**src/rtl/io_bus_master.sv**
```systemverilog
// io_bus_master -- initiator for the 8-bit memory-mapped peripheral bus.
//
// Accepts a single-cycle request (req && ready) from the load/store unit and
// turns it into correctly timed bus strobes. Read data is returned in rdata
// together with a one-cycle done pulse. All outputs are registered.
//
// Ports:
//   clk, rst          clock (posedge) and synchronous active-high reset
//   req, op, addr,    request handshake: op 00 read, 01 write,
//   wdata             10 set-bits, 11 clear-bits; wdata is data or bit mask
//   ready, done,      idle indication, completion pulse, read result
//   rdata
//   io_address,       bus address, write data and strobes to the peripheral
//   io_din, io_w_en,
//   io_r_en
//   io_dout           registered read data from the peripheral
//
// Parameter RD_WAIT (1..15): cycles from the io_r_en cycle until io_dout is
// sampled.
//
// Optional feature macro: IO_BUS_MASTER_RMW_EN
//   defined   -> ops 10/11 are atomic read-modify-write (read, then write the
//                modified value without releasing the bus)
//   undefined -> ops 10/11 complete as a no-op one cycle after acceptance

module io_bus_master #(
  parameter int unsigned RD_WAIT = 1
) (
  input  logic       clk,
  input  logic       rst,
  input  logic       req,
  input  logic [1:0] op,
  input  logic [7:0] addr,
  input  logic [7:0] wdata,
  output logic       ready,
  output logic       done,
  output logic [7:0] rdata,
  output logic [7:0] io_address,
  output logic [7:0] io_din,
  output logic       io_w_en,
  output logic       io_r_en,
  input  logic [7:0] io_dout
);

  localparam logic [1:0] OP_RD = 2'b00;
  localparam logic [1:0] OP_WR = 2'b01;
`ifdef IO_BUS_MASTER_RMW_EN
  localparam logic [1:0] OP_SET = 2'b10;
`endif

  typedef enum logic [2:0] {
    S_IDLE,
    S_WRITE,
    S_READ,
    S_WAIT,
    S_DONE_NOP
  } state_e;

  state_e     state_q, state_d;
  logic [3:0] cnt_q, cnt_d;
  logic       ready_q, ready_d;
  logic       done_q, done_d;
  logic [7:0] rdata_q, rdata_d;
  logic [7:0] addr_q, addr_d;
  logic [7:0] din_q, din_d;
  logic       w_en_q, w_en_d;
  logic       r_en_q, r_en_d;
`ifdef IO_BUS_MASTER_RMW_EN
  // Latched op and mask are only needed to finish the modify-write step.
  logic [1:0] op_q, op_d;
  logic [7:0] mask_q, mask_d;
`endif

  always_comb begin
    state_d = state_q;
    cnt_d   = cnt_q;
    rdata_d = rdata_q;
    addr_d  = addr_q;
    din_d   = din_q;
    w_en_d  = 1'b0;
    r_en_d  = 1'b0;
    done_d  = 1'b0;
`ifdef IO_BUS_MASTER_RMW_EN
    op_d    = op_q;
    mask_d  = mask_q;
`endif
    case (state_q)
      S_IDLE: begin
        if (req) begin
          addr_d = addr;
`ifdef IO_BUS_MASTER_RMW_EN
          op_d   = op;
          mask_d = wdata;
`endif
          if (op == OP_WR) begin
            din_d   = wdata;
            w_en_d  = 1'b1;
            state_d = S_WRITE;
          end else begin
`ifdef IO_BUS_MASTER_RMW_EN
            r_en_d  = 1'b1;
            state_d = S_READ;
`else
            if (op == OP_RD) begin
              r_en_d  = 1'b1;
              state_d = S_READ;
            end else begin
              state_d = S_DONE_NOP;
            end
`endif
          end
        end
      end
      S_WRITE: begin
        done_d  = 1'b1;
        state_d = S_IDLE;
      end
      S_READ: begin
        cnt_d   = 4'(RD_WAIT - 1);
        state_d = S_WAIT;
      end
      S_WAIT: begin
        if (cnt_q == 4'd0) begin
          rdata_d = io_dout;
`ifdef IO_BUS_MASTER_RMW_EN
          if (op_q == OP_RD) begin
            done_d  = 1'b1;
            state_d = S_IDLE;
          end else begin
            // Modified value goes straight back out; bus stays owned.
            din_d   = (op_q == OP_SET) ? (io_dout | mask_q) : (io_dout & ~mask_q);
            w_en_d  = 1'b1;
            state_d = S_WRITE;
          end
`else
          done_d  = 1'b1;
          state_d = S_IDLE;
`endif
        end else begin
          cnt_d = cnt_q - 4'd1;
        end
      end
      S_DONE_NOP: begin
        done_d  = 1'b1;
        state_d = S_IDLE;
      end
      default: state_d = S_IDLE;
    endcase
    ready_d = (state_d == S_IDLE);
  end

  always_ff @(posedge clk) begin
    if (rst) begin
      state_q <= S_IDLE;
      cnt_q   <= 4'd0;
      ready_q <= 1'b1;
      done_q  <= 1'b0;
      rdata_q <= 8'h00;
      addr_q  <= 8'h00;
      din_q   <= 8'h00;
      w_en_q  <= 1'b0;
      r_en_q  <= 1'b0;
`ifdef IO_BUS_MASTER_RMW_EN
      op_q    <= 2'b00;
      mask_q  <= 8'h00;
`endif
    end else begin
      state_q <= state_d;
      cnt_q   <= cnt_d;
      ready_q <= ready_d;
      done_q  <= done_d;
      rdata_q <= rdata_d;
      addr_q  <= addr_d;
      din_q   <= din_d;
      w_en_q  <= w_en_d;
      r_en_q  <= r_en_d;
`ifdef IO_BUS_MASTER_RMW_EN
      op_q    <= op_d;
      mask_q  <= mask_d;
`endif
    end
  end

  assign ready      = ready_q;
  assign done       = done_q;
  assign rdata      = rdata_q;
  assign io_address = addr_q;
  assign io_din     = din_q;
  assign io_w_en    = w_en_q;
  assign io_r_en    = r_en_q;

endmodule

```
**config.mk**
```make
export PLATFORM = sky130hd
export DESIGN_NAME = io_bus_master
export DESIGN_NICKNAME = d
export VERILOG_FILES = /design/src/rtl/io_bus_master.sv
export SDC_FILE = /design/constraint.sdc
export NUM_CORES = 1
export LEC_CHECK = 0
export BUFFER_PORTS_ARGS = -buffer_cell sky130_fd_sc_hd__buf_2
export CAP_MARGIN = 5
export CORE_ASPECT_RATIO = 0.6
export CORE_UTILIZATION = 45
export CTS_BUF_LIST = sky130_fd_sc_hd__clkbuf_4
export DETAILED_ROUTE_END_ITERATION = 7
export PLACE_DENSITY = 0.78
export SLEW_MARGIN = 20
export SYNTH_ARGS = -nofsm -noshare
export SYNTH_HDL_FRONTEND = slang
export SYNTH_SLANG_ARGS = --single-unit
```
**constraint.sdc**
```tcl
create_clock -name clk -period 1.7 [get_ports clk]
set_input_delay 0.17 -clock clk [delete_from_list [all_inputs] [get_ports clk]]
set_output_delay 0.17 -clock clk [all_outputs]
set_load 0.02 [all_outputs]
```
==> impl_metrics.toml <==
[clock_tree]
tritoncts = "done"
cts.htree.levels = 2
clk_latency_ns = 0.34
cts_hold_buf = 0
cts_root_buffer = "clkbuf_4"
cts_buffer_depth = 2
cts_buffers = 5
path_clk_slew_ns = 0.11
cts.sinks = 35

[floorplan]
dieWidth_um = 75.8
initial_core_util = 0.492
io_pins = 57
std_cell_rows = 15
die_y_um = 46.3
core_area_um2 = 2980
die-area_um2 = 3500

[timing]
timing.final.crit_share = 0.924
max_freq_ghz = 0.637
finClkSkew_ns = 0.00754
period_needed_ns = 1.57
fin_setup_tns_ns = 0
slew_violations = 0
finalSetupViolCount = 0
whs_ns = 0.0257
rsz0062_at_grt = "false"
fin_ws_ns = 0.130
tightest_slew_ns = 0.385
relSlewSlack = 0.743
hold_violations = 0

[synthesis]
synthFlopType = "dfxtp_1"
synth_warnings = 0
synth_nets = 196
synth_edf_count = 0
ys_ff_latch = 35
yosysSeqAreaShare = 0.477
synthArstFlopShare = 0
syn_area_um2 = 1470
synthCells = 165
ys_types = 33
avgSynthCellArea_um2 = 8.90

[hold_path]
hp-start = "op[0]"
holdPathEnd = "io_r_en"
hp-class = "in -> reg"
whs_path_depth = 2

[worst_setup_path]
r2r-start = "cnt_q[0]"
worst_ep_arrival_time_ns = 1.85
path_class = "reg -> reg"
cp-end-kind = "flip-flop"
r2r_end = "done"
critPathMaxFanout = 10
cp.required_ns = 1.98
critPathLaunchType = "flip-flop"
r2r_cells = 5
ff2ff_setup_slack_ns = 0.13

[power_and_ir_drop]
powerDensity_nw_per_um2 = 905
ir_worst_vdd_mv = 0.490
p_total_uw = 1700
leakagePower_uw = 0.000843

[placement]
gp_congestion = 0.779
dp_hpwl_um = 2440
place_inst = 259
pre_cts_slack_ns = 0.0369
io_buffer_count = 56

[route]
route.detailed.drc = 0
drtPass1Iterations = 4
antenna_left = 0
wl_per_cell_um = 12.5
drtIter0Drc = 98
finalWirelength_um = 3340
vias = 1383
vias_per_cell = 5.18

[global_routing]
gr-usage-all-layers = 0.210
grt_antenna_before_repair = 0
grt_first_pass_wirelength_um = 5230
grt_start_max_net_pins = 20
grt_pass1_vias = 1121
grt_overflow = 0

[cells_and_area]
drive_above_1_share = 0.387
fillers = 272
fin_nets = 255
n_antenna_cell = 0
final_cell_mix = "56 x buf_2, 35 x dfxtp_1, 30 x a21oi_1, 17 x nand2_1, 12 x o21ai_0"
layoutNonFillerInstCount = 267
area_growth_pct = 28.2
final_common_cell = "buf_2"

[job]
maxCapViolCount = 0

[outcome]
status = "finished clean"
[flip-flops by register name, summed over array words and instances (netlist names)]
register,cells
io_din,8
state_q,3
done,1
cnt_q,4
rdata,8
io_r_en,1
io_address,8
ready,1
io_w_en,1
[synthesized netlist by cell type (2+ instances only)]
library cell | number | area share
nand2b_1 | 9 | 0.038
clkbuf_1 | 7 | 0.018
a21oi_1 | 30 | 0.10
or3_1 | 2 | 0.0085
ha_1 | 2 | 0.017
inv_1 | 5 | 0.013
buf_2 | 3 | 0.010
nor4_1 | 2 | 0.0085
nand3_1 | 9 | 0.031
a31o_2 | 8 | 0.048
nor2_1 | 2 | 0.0051
dfxtp_1 | 35 | 0.48
or4_1 | 2 | 0.010
o21ai_0 | 12 | 0.041
nor3b_1 | 2 | 0.010
buf_6 | 2 | 0.015
nand2_1 | 17 | 0.043
[through the flow]
step | util | cell area (um2)
6_report | 0.631 | 1880
5_1_grt | 0.631 | 1880
4_1_cts | 0.628 | 1870
3_5_place_dp | 0.603 | 1800
3_3_place_gp | 0.603 | 1800
2_1_floorplan | - | 1470
[how the worst max path moves through the flow]
stage | startpoint | to | slack [ns] | cells after the start
final | cnt_q[0] | done | 0.13 | 5
after global routing | cnt_q[0] | done | 0.01 | 5
after CTS | cnt_q[0] | done | 0.01 | 5
after detailed placement | cnt_q[0] | done | 0.04 | 5
after global placement | cnt_q[0] | done | 0.08 | 5
after floorplan | cnt_q[0] | done | 0.07 | 6
[report_power, final]
group	switching [uW]	internal, uW	total (uW)	leakage [uW]
Clock	279	302	581	0.0000426
Sequential	25.8	852	878	0.000285
Combinational	137	108	244	0.000516
Total	441	1260	1700	0.000843
[final cells by class]
cell class                 instances  area [um2]  area share
timing repair buffer              65         348       0.185
clock inverter                     3        38.8      0.0206
clock buffer                       5        37.5      0.0199
sequential                        35         701       0.372
multi-input combinational        112         687       0.365
tap                               42        52.6      0.0279
inverter                           5        18.8     0.00997
[worst max-delay path, stage by stage, from the launching register on]
cell	delay, ns
dfxtp_1	0.33
inv_1	0.10
ha_2	0.19
or3b_4	0.44
a211o_2	0.35
a21oi_1	0.11
[metal layers]
layer | vias up | track usage | wire length (um)
met5 | - | 0 | 0
met4 | 0 | 0.0815 | 31
met3 | 5 | 0.0853 | 194
met2 | 32 | 0.271 | 1360
met1 | 642 | 0.305 | 1760
li1 | 704 | - | -
[kinds of logic after synthesis]
logic type | count (synthesis) | synth area share
buf+inv | 18 | 0.0613
fa+ha+maj | 2 | 0.0170
simple gates | 55 | 0.226
compound gates | 55 | 0.219
flops | 35 | 0.477
[what timing repair did]
action,in CTS,in global routing
endpoints found under the setup margin,0,4
buffers inserted,0,0
resized for setup,0,3
No activity file was read; power rests on OpenSTA's default activity.
